<file path="src/rtl/uart_tfifo_gen.sv">
// uart_tfifo_gen: parametrised UART transmit FIFO with registered flags, sticky status and low-water trigger.
// Optional UART_TFIFO_PEAK_EN adds a registered high-water mark output (peak).
module uart_tfifo_gen #(
  parameter int DATA_W = 8,
  parameter int DEPTH  = 16,
  parameter int PTR_W  = $clog2(DEPTH),
  parameter int CNT_W  = PTR_W + 1
) (
  input  logic              clk,
  input  logic              rst,
  input  logic              fifo_reset,
  input  logic              reset_status,
  input  logic              push,
  input  logic [DATA_W-1:0] data_in,
  input  logic              pop,
  output logic [DATA_W-1:0] data_out,
  input  logic [CNT_W-1:0]  tx_trigger,
  output logic [CNT_W-1:0]  count,
  output logic              full,
  output logic              empty,
  output logic              trig,
  output logic              overrun,
  output logic              underrun
`ifdef UART_TFIFO_PEAK_EN
  ,
  output logic [CNT_W-1:0]  peak
`endif
);

  localparam logic [CNT_W-1:0] DEPTH_C = CNT_W'(DEPTH);

  logic [DATA_W-1:0] mem [DEPTH];
  logic [PTR_W-1:0]  top;
  logic [PTR_W-1:0]  bottom;
  logic [CNT_W-1:0]  next_count;
  logic [CNT_W-1:0]  trig_lvl;
  logic              push_ok;
  logic              pop_ok;
  logic              ovr_ev;
  logic              und_ev;

  // Strobe semantics: push and pop are single-cycle requests with no ready
  // return. A push is taken when not full, or when full and a pop frees the
  // head slot in the same cycle; a pop is taken whenever the FIFO is not empty.
  // Refused requests are dropped and recorded in the sticky overrun/underrun.
  assign push_ok = push & (~full | pop);
  assign pop_ok  = pop & ~empty;
  assign ovr_ev  = push & full & ~pop;
  assign und_ev  = pop & empty;

  assign data_out = mem[bottom];
  assign trig_lvl = (tx_trigger > DEPTH_C) ? DEPTH_C : tx_trigger;

  always_comb begin
    next_count = count;
    case ({push_ok, pop_ok})
      2'b10:   next_count = count + CNT_W'(1);
      2'b01:   next_count = count - CNT_W'(1);
      default: next_count = count;
    endcase
  end

  // Storage is intentionally left unreset; data_out is only meaningful when not empty.
  always_ff @(posedge clk) begin
    if (push_ok && !fifo_reset) begin
      mem[top] <= data_in;
    end
  end

  always_ff @(posedge clk or posedge rst) begin
    if (rst) begin
      top      <= '0;
      bottom   <= '0;
      count    <= '0;
      empty    <= 1'b1;
      full     <= 1'b0;
      trig     <= 1'b1;
      overrun  <= 1'b0;
      underrun <= 1'b0;
    end else if (fifo_reset) begin
      top      <= '0;
      bottom   <= '0;
      count    <= '0;
      empty    <= 1'b1;
      full     <= 1'b0;
      trig     <= 1'b1;
      overrun  <= 1'b0;
      underrun <= 1'b0;
    end else begin
      if (push_ok) top <= top + PTR_W'(1);
      if (pop_ok)  bottom <= bottom + PTR_W'(1);
      count    <= next_count;
      empty    <= (next_count == '0);
      full     <= (next_count == DEPTH_C);
      trig     <= (next_count <= trig_lvl);
      // A fresh event in the clearing cycle wins over reset_status.
      overrun  <= (overrun & ~reset_status) | ovr_ev;
      underrun <= (underrun & ~reset_status) | und_ev;
    end
  end

`ifdef UART_TFIFO_PEAK_EN
  always_ff @(posedge clk or posedge rst) begin
    if (rst) begin
      peak <= '0;
    end else if (fifo_reset || reset_status) begin
      peak <= '0;
    end else if (next_count > peak) begin
      peak <= next_count;
    end
  end
`endif

endmodule
</file>
<file path="config.mk">
export PLATFORM = sky130hd
export DESIGN_NAME = uart_tfifo_gen
export DESIGN_NICKNAME = d
export VERILOG_FILES = /design/src/rtl/uart_tfifo_gen.sv
export SDC_FILE = /design/constraint.sdc
export NUM_CORES = 1
export LEC_CHECK = 0
export BUFFER_PORTS_ARGS = -buffer_cell sky130_fd_sc_hd__buf_4
export CAP_MARGIN = 10
export CELL_PAD_IN_SITES_DETAIL_PLACEMENT = 0
export CELL_PAD_IN_SITES_GLOBAL_PLACEMENT = 2
export CORE_MARGIN = 5
export CORE_UTILIZATION = 30
export CTS_BUF_LIST = sky130_fd_sc_hd__clkbuf_4 sky130_fd_sc_hd__clkbuf_8
export DETAILED_ROUTE_END_ITERATION = 6
export PLACE_DENSITY = 0.57
export SLEW_MARGIN = 10
export SYNTH_ARGS = -nofsm -noshare
export SYNTH_HDL_FRONTEND = slang
export SYNTH_SLANG_ARGS = --single-unit
</file>
<file path="constraint.sdc">
create_clock -name clk -period 3.14 [get_ports clk]
set_input_delay 0.628 -clock clk [delete_from_list [all_inputs] [get_ports clk]]
set_output_delay 0.628 -clock clk [all_outputs]
set_load 0.01 [all_outputs]
</file>
# ---- Yosys cells after proc, flatten, opt, wreduce, memory -nomap -nowiden
# Memory sizes are Yosys's and may differ from the RTL's.
# Cells that the tools add are included.
dict set report word_totals {
  regBits 18
  word_cells 51
  memories 1
  input_bits 19
  output_inout_bits 18
  mem_bits_rw 128
}
# memory depth word_bits read_ports rd_ports_with_merged_regs write_ports line_no
set memory_table {}
lappend memory_table {mem 16 8 1 0 1 32} ;# logic [DATA_W-1:0] mem [DEPTH];
dict set report op_classes {
  n_bitwise 14
  n_lt_le_gt_ge 2
  eq_ne 3
  n_reduce_logical 5
  add_sub_neg 4
  n_mux 14
}
# cell count
set op_table {}
lappend op_table {{4-bit two-way mux} 4}
lappend op_table {{5-bit two-way mux} 2}
lappend op_table {{5-bit case mux with 2 select lines} 1}
lappend op_table {{4-bit by 1-bit adder with 4-bit output, second input constant} 2}
lappend op_table {{1-bit bitwise AND} 7}
lappend op_table {{1-bit two-way mux} 7}
lappend op_table {{5-bit by 1-bit adder with 5-bit output, second input constant} 1}
lappend op_table {{5-bit equality test, second input constant} 1}
lappend op_table {{5-bit > comparator, second input constant} 1}
lappend op_table {{5-bit less-or-equal comparator} 1}
lappend op_table {{5-bit logical NOT} 1}
lappend op_table {{5-bit by 1-bit subtractor with 5-bit output, second input constant} 1}
lappend op_table {{1-bit inverter} 4}
lappend op_table {{2-bit nonzero test} 2}
lappend op_table {{1-bit bitwise OR} 3}
lappend op_table {{2-bit by 1-bit equality test with 1-bit output, second input constant} 1}
lappend op_table {{2-bit equality test, second input constant} 1}
lappend op_table {{1-bit logical AND} 1}
lappend op_table {{1-bit logical NOT} 1}

# ---- Logic depth before layout (Yosys ltp)
# Gate-level depths: netlist (run 1).
dict set report logic_depth {
  word_depth 7
  depth_mapped 15
  ltp_nobuf 15
}

# ---- Worst setup path before layout (run 1)
# OpenSTA, ideal clock, no wires.
dict set report synth_path {
  kind {in2reg}
  start {input port pop}
  end {register trig}
  arrival_ps 2982
  required_ps 3061
  n_path_buf 0
  setup_ps 79
  path_stages 15
  slack_ps 79
  path_cell_list {nand2b_1 nand2_1 ha_1 xor2_1 ha_1 a21oi_1 xnor2_1 nor2_1 xnor2_1 inv_1 ha_1 o21a_1 o21a_1 o21a_1 o21ai_0}
}
dict set report synth_between {
  elab_chain_len 6
  word_cells_on_any_way 8
  cone_classes {order compare (1); eq/ne (2); mux (2); bitwise (3)}
}
# item line_no
set synth_rtl {}
lappend synth_rtl {{start: declaration} 15} ;# input logic pop,
lappend synth_rtl {{1-bit bitwise OR} 46} ;# assign push_ok = push & (~full | pop);
lappend synth_rtl {{1-bit bitwise AND} 46}
lappend synth_rtl {{2-bit by 1-bit equality test with 1-bit output / 2-bit equality test (equally long branches)} 56} ;# case ({push_ok, pop_ok})
lappend synth_rtl {{5-bit case mux with 2 select lines *} 56}
lappend synth_rtl {{5-bit less-or-equal comparator *} 95} ;# trig <= (next_count <= trig_lvl);
lappend synth_rtl {{1-bit two-way mux *} 80} ;# end else if (fifo_reset) begin
lappend synth_rtl {{end signal: assignment} 95}
lappend synth_rtl {{end: declaration} 21} ;# output logic trig,
# Every way passes the cells marked *; elsewhere a longest branch is shown, timed or not.
# A chain may end at the register's enable or synchronous reset.

# ---- Worst setup path in the final report (run 1)
dict set report layout_path {
  start {register bottom[0]}
  end {output port data_out[3]}
}
dict set report layout_between {
  elab_chain_len 1
}
# item line_no
set layout_rtl {}
lappend layout_rtl {{start: declaration} 34} ;# logic [PTR_W-1:0] bottom;
lappend layout_rtl {{start signal: assignment} 91} ;# if (pop_ok) bottom <= bottom + PTR_W'(1);
lappend layout_rtl {{memory 16 x 8 bit} n/a}
lappend layout_rtl {{end: declaration} 16} ;# output logic [DATA_W-1:0] data_out,
# Every way passes these cells.

==> results of run 1 <==
## cells by family after synthesis
logic type               synth area share (%)
AO/OA/AOI/OAI                            2.15
XOR/XNOR                                 1.56
adder cells (fa/ha/maj)                  2.63
buffers and inverters                    2.33
flip-flops                               69.6
multiplexers                             16.7
AND/OR/NAND/NOR                          5.02
## power by group
| group | switching (mW) | internal (mW) | total (mW) |
|---|---|---|---|
| clock | 0.726 | 0.634 | 1.36 |
| sequential | 0.0658 | 2.17 | 2.23 |
| combinational | 0.372 | 0.434 | 0.806 |
## state kept, by name (all words and copies together) (netlist names)
register,count
mem,128
empty,1
overrun,1
bottom,4
full,1
underrun,1
top,4
count,5
trig,1
## worst reg2reg max path: cells and delay by family (launching register included)
| family | cells | cell delay (ns) |
|---|---|---|
| AOI/OAI and AO/OA | 5 | 0.74 |
| xor gates and xnor gates | 3 | 0.52 |
| adders and majority gates | 3 | 0.75 |
| buffers and inverters | 1 | 0.07 |
| DFF | 1 | 0.56 |
| and+or+nand+nor | 2 | 0.12 |
## layout make-up
cell class	count	area, um^2	area share [%]
inverter	11	41.3	0.564
multi-input combinational	149	1740	23.7
clock buffer	17	234	3.19
tap	270	338	4.61
timing repair buffer	69	543	7.41
sequential	146	4300	58.7
clock inverter	15	134	1.83
## final timing paths
kind / startpoint / endpoint / cells past startpoint
hold / removal: rst / count[4] / 2
setup / recovery: bottom[0] / data_out[3] / 4
min in group clk: push / top[1] / 3
setup reg to reg: empty / trig / 14
hold reg to reg: overrun / overrun / 2
max in group asynchronous: rst / bottom[0] / 2
## metal layers
layer / routed length [um] / part of all wire, % / global-route usage (%)
met1: 6310 / 47 / 16.0
met2: 6650 / 49 / 18.6
met3: 330 / 2.5 / 2.69
met4: 148 / 1.1 / 3.53
met5: 0 / 0 / 0
## placed cells by master, fill, tap and decap left out, drive strengths merged, types with 2 or more instances in the layout
master and count:
a21oi 4, a41o 2, buf 69, o21a 3
nor2 27, nor3 4, o21ai 3, xor2 5
nand2 11, clkinv 9, nor2b 4, dfrtp 16
ha 13, inv 15, xnor2 6, mux4 40
nand3b 2, edfxtp 128, nand3 3, dfstp 2
mux2i 2, clkbuf 17, nand2b 5
## repair_timing
| action | 4_1_cts | 5_1_grt |
|---|---|---|
| setup buffers | 2 | 0 |
| endpoints found under the setup margin | 7 | 0 |
| endpoints found under the hold margin | 0 | 0 |
| gates resized for setup | 1 | 0 |
## stage by stage
| stage | cell area [um^2] | power, mW | TNS [ns] | worst slack, ns |
|---|---|---|---|---|
| floorplan | 6180 | 2.77 | 0 | 0.0795 |
| CTS | 7330 | 4.46 | 0 | 0.0687 |
| global route | 7330 | 4.62 | 0 | 0.0427 |
| global placement | 6930 | 3.07 | 0 | 0.0805 |
| finish | 7330 | 4.40 | 0 | 0.117 |
| detailed placement | 6930 | 3.08 | -0.00864 | -0.00864 |
==> results.sh, run 1 <==
export IMPL_outcome="finished, final reports clean"
export IMPL_clock_fmax_ghz=0.331
export IMPL_grt_max_degree=27
export IMPL_synthesis_area_um2=6180
export IMPL_fin_cells=677
export IMPL_nFillCells=1903
export IMPL_yosysSeqAreaShare_pct=69.6
export IMPL_peakVddDrop_v=0.000266
export IMPL_cts_tree="yes"
export IMPL_synth_top_area_cell="edfxtp_1"
export IMPL_cts_htree_levels=4
export IMPL_drive_above_1_share_pct=28.0
export IMPL_cts_max_path_buffers=2
export IMPL_diodes=0
export IMPL_areaGrowthSynthToFinish_pct=18.6
export IMPL_ys_flop_type="edfxtp_1"
export IMPL_setup_viol=0
export IMPL_initial_utilization_pct=30.5
export IMPL_numPortBuffers=36
export IMPL_p_per_area_nw_per_um2=600
export IMPL_wl_per_cell_um=19.9
export IMPL_grt_pass1_wl_um=20400
export IMPL_crit_buf_inv=2
export IMPL_path_max_fanout=9
export IMPL_ios=37
export IMPL_crit_slowest_cell="mux4_1"
export IMPL_cp_common_cell="buf_4"
export IMPL_dieArea_um2=23600
export IMPL_syn_avg_cell_area_um2=19.1
export IMPL_tightest_slew_ns=0.753
export IMPL_cp_required_ns=2.51
export IMPL_synthArstFlopShare_pct=12.3
export IMPL_cts_sinks=146
export IMPL_drc=0
export IMPL_crit_family="multiplexers"
export IMPL_vias=3091
export IMPL_r2r_setup_slack_ns=0.29
export IMPL_cts_clk_slew_worst_paths_ns=0.09
export IMPL_worstSetupPathType="reg2out"
export IMPL_cap_violations=0
export IMPL_die_h_um=153
export IMPL_synth_top_cell_area_share_pct=62.2
export IMPL_dp_cells=643
export IMPL_rsz0062_at_grt="false"
export IMPL_crit_chain="buf_4 -> mux4_1 -> mux4_2 -> buf_4"
export IMPL_clk_latency_ns=0.44
export IMPL_antenna_found_initial=0
export IMPL_ys_ff_latch=146
export IMPL_crit_arrival_ns=2.39
export IMPL_max_stage_delay_ns=0.61
export IMPL_max_slew_margin_rel_pct=49.8
export IMPL_endpoint_kind="output port"
export IMPL_routabilityCongestion=0.698
export IMPL_cts_root_buf="clkbuf_8"
export IMPL_hold_viol=0
export IMPL_hold_class="in2async"
export IMPL_critPathLaunchType="flip-flop"
export IMPL_std_cell_rows=52
export IMPL_whs_ns=0.321
export IMPL_cts_hold_buf=0
export IMPL_yosysUniqueCellTypes=42
export IMPL_fin_crit_sh_pct=96.3
export IMPL_yosysMostFrequentCell="edfxtp_1"
export IMPL_final_core_util_pct=36.2
export IMPL_grt_pass1_vias=3273
export IMPL_p_leak_nw=2.59
export IMPL_drt_first_iter_violations=174
export IMPL_grt_overflow_total=0
export IMPL_synthTopCellsByArea="edfxtp_1, mux4_1, dfrtp_1"
export IMPL_final_max_slew_viol_count=0
export IMPL_finalCriticalPeriod_ns=3.02
export IMPL_grt_usage_pct=11.7
export IMPL_fin_skew_ns=0.0132
export IMPL_synth_nets=356
export IMPL_core_area_um2=20200
export IMPL_drt_pre_antenna_iters=4
export IMPL_synth_edf_count=128
export IMPL_die_w_um=153
export IMPL_nets=426
export IMPL_synth_warnings=0
export IMPL_drtAntennaViolNets=0
export IMPL_synth_common_cells="edfxtp_1, mux4_1, nor2_1"
export IMPL_routed_wl_um=13400
export IMPL_routed_via_density=4.57
export IMPL_numCtsBuffers=17
export IMPL_synth_cells=324
export IMPL_dp_hpwl_um=8860
Power figures use the tool's default switching activity.
==> run 2, diff against run 1 <==
--- a/config.mk
+++ b/config.mk
@@ -5,7 +5,6 @@
 export SDC_FILE = /design/constraint.sdc
 export NUM_CORES = 1
 export LEC_CHECK = 0
-export BUFFER_PORTS_ARGS = -buffer_cell sky130_fd_sc_hd__buf_4
 export CAP_MARGIN = 10
 export CELL_PAD_IN_SITES_DETAIL_PLACEMENT = 0
 export CELL_PAD_IN_SITES_GLOBAL_PLACEMENT = 2
@@ -13,7 +12,8 @@
 export CORE_UTILIZATION = 30
 export CTS_BUF_LIST = sky130_fd_sc_hd__clkbuf_4 sky130_fd_sc_hd__clkbuf_8
 export DETAILED_ROUTE_END_ITERATION = 6
-export PLACE_DENSITY = 0.57
+export DONT_BUFFER_PORTS = 1
+export PLACE_DENSITY = 0.55
 export SLEW_MARGIN = 10
 export SYNTH_ARGS = -nofsm -noshare
 export SYNTH_HDL_FRONTEND = slang
==> run 2 against run 1 <==
Effect of this change: clock power is 12% higher; sequential power hardly changed; clock-buffer cell count is 2 higher; final cell count is 6.4% lower; first-iteration DRC count is 21% higher; core utilization is 1.5 points lower; register-to-register slack worse by 0.05 ns; via count is 1.3% lower; highest routed layer unchanged; die area stayed put.
==> results.sh, run 2 (synthesis gave the netlist of run 1 again) <==
export IMPL_outcome="finished, final reports clean"
export IMPL_cts_tree="yes"
export IMPL_grt_usage_pct=11.8
export IMPL_p_leak_nw=2.38
export IMPL_nets=383
export IMPL_cts_root_buf="clkbuf_8"
export IMPL_critPathLaunchType="flip-flop"
export IMPL_largest_reg_flops=128
export IMPL_grt_max_degree=36
export IMPL_fin_skew_ns=0.0154
export IMPL_place_area_um2=6620
export IMPL_die_w_um=153
export IMPL_regMostFlops="mem"
export IMPL_numCtsBuffers=17
export IMPL_dieArea_um2=23600
export IMPL_nFillCells=1943
export IMPL_cts_clk_slew_worst_paths_ns=0.09
export IMPL_vias=3050
export IMPL_grt_pass1_wl_um=20300
export IMPL_cts_max_path_buffers=2
export IMPL_areaGrowthSynthToFinish_pct=13.8
export IMPL_regArea_um2=4300
export IMPL_grt_overflow_total=0
export IMPL_final_common_cell="edfxtp_1"
export IMPL_initial_utilization_pct=30.5
export IMPL_drive_above_1_share_pct=19.0
export IMPL_tightest_slew_ns=0.786
export IMPL_max_slew_margin_rel_pct=47.5
export IMPL_cp_required_ns=3.51
export IMPL_grt_pass1_vias=3169
export IMPL_routed_via_density=4.81
export IMPL_core_area_um2=20200
export IMPL_p_per_area_nw_per_um2=625
export IMPL_routabilityCongestion=0.703
export IMPL_die_h_um=153
export IMPL_cap_violations=0
export IMPL_diodes=0
export IMPL_setup_viol=0
export IMPL_wl_per_cell_um=21.5
export IMPL_dp_hpwl_um=8500
export IMPL_clk_latency_ns=0.44
export IMPL_clock_fmax_ghz=0.344
export IMPL_largestRegisters="mem: 128 flops, count: 5 flops"
export IMPL_cts_sinks=146
export IMPL_final_max_slew_viol_count=0
export IMPL_ios=37
export IMPL_cts_setup_buffers=0
export IMPL_hold_class="in2async"
export IMPL_multi_input_area_um2=1740
export IMPL_drt_pre_antenna_iters=4
export IMPL_finalCriticalPeriod_ns=2.90
export IMPL_endpoint_kind="flip-flop"
export IMPL_std_cell_rows=52
export IMPL_numPortBuffers=0
export IMPL_drc=0
export IMPL_final_setup_tns_ns=0
export IMPL_rsz0062_at_grt="false"
export IMPL_antenna_found_initial=0
export IMPL_routed_wl_um=13600
export IMPL_layout_common_cells="edfxtp_1, mux4_1, nor2_1, buf_4, clkbuf_8"
export IMPL_fin_crit_sh_pct=92.4
export IMPL_cts_htree_levels=4
export IMPL_cts_resized=0
export IMPL_cts_hold_buf=0
export IMPL_worstSetupPathType="reg2reg"
export IMPL_crit_arrival_ns=3.28
export IMPL_path_max_fanout=7
export IMPL_drt_first_iter_violations=210
export IMPL_hold_viol=0
export IMPL_drtAntennaViolNets=0
export IMPL_fin_area_um2=7030
export IMPL_peakVddDrop_v=0.000245
run 2: changes by cell type in the layout (fill, tap and decap cells not counted), sizes merged:
cell / before / now
buf: 69 / 26
bufinv: 1 / 3
clkinv: 9 / 5
clkinvlp: 1 / 3
inv: 15 / 13
clkbuf: 17 / 19
run 2: per-stage QoR:
step	hold slack [ns]	instances	setup WS, ns	power [mW]	util, %
after floorplan	0.551	324	0.0795	2.77	-
after global placement	0.579	602	0.135	2.94	32.7
after detailed placement	0.582	602	0.102	2.94	32.7
after CTS	0.200	634	0.175	4.46	34.7
after global routing	0.196	634	0.00422	4.60	34.7
final	0.210	634	0.237	4.40	34.7
run 2: cell type report:
class / count / area share, %
Timing Repair Buffer: 26 / 2.96
Multi-Input combinational cell: 149 / 24.7
Clock buffer: 19 / 3.54
Clock inverter: 13 / 2.26
Tap cell: 270 / 4.81
Inverter: 11 / 0.588
Sequential cell: 146 / 61.2
run 2: layer usage:
layer,vias up,wire [um],global-route usage [%]
met4,0,154,4.08
met5,-,0,0
met1,1609,6270,15.7
met3,12,511,2.94
met2,67,6690,19.0
li1,1362,-,-
run 2: where the power goes:
group | total [mW] | internal (mW) | switching (mW)
Sequential | 2.25 | 2.17 | 0.0803
Clock | 1.52 | 0.802 | 0.715
Combinational | 0.631 | 0.330 | 0.300
run 2: worst paths after layout:
kind,cells past startpoint,endpoint,startpoint,slack [ns]
setup / recovery,11,trig,empty,0.24
hold / removal,1,count[3],rst,0.21
min in group clk,1,underrun,fifo_reset,0.23
hold reg to reg,2,top[1],top[1],0.59
max in group asynchronous,1,bottom[0],rst,2.38
setup reg to reg,11,trig,empty,0.24
run 2: critical path: stages, from the launching register on:
cell and delay, ns:
dfstp_2 0.62, nor2b_1 0.08, buf_4 0.16, ha_1 0.40, or3b_1 0.38, o32ai_1 0.16, xnor2_1 0.23, inv_1 0.08
ha_1 0.31, and3_1 0.15, a31oi_1 0.15, o21ai_0 0.10
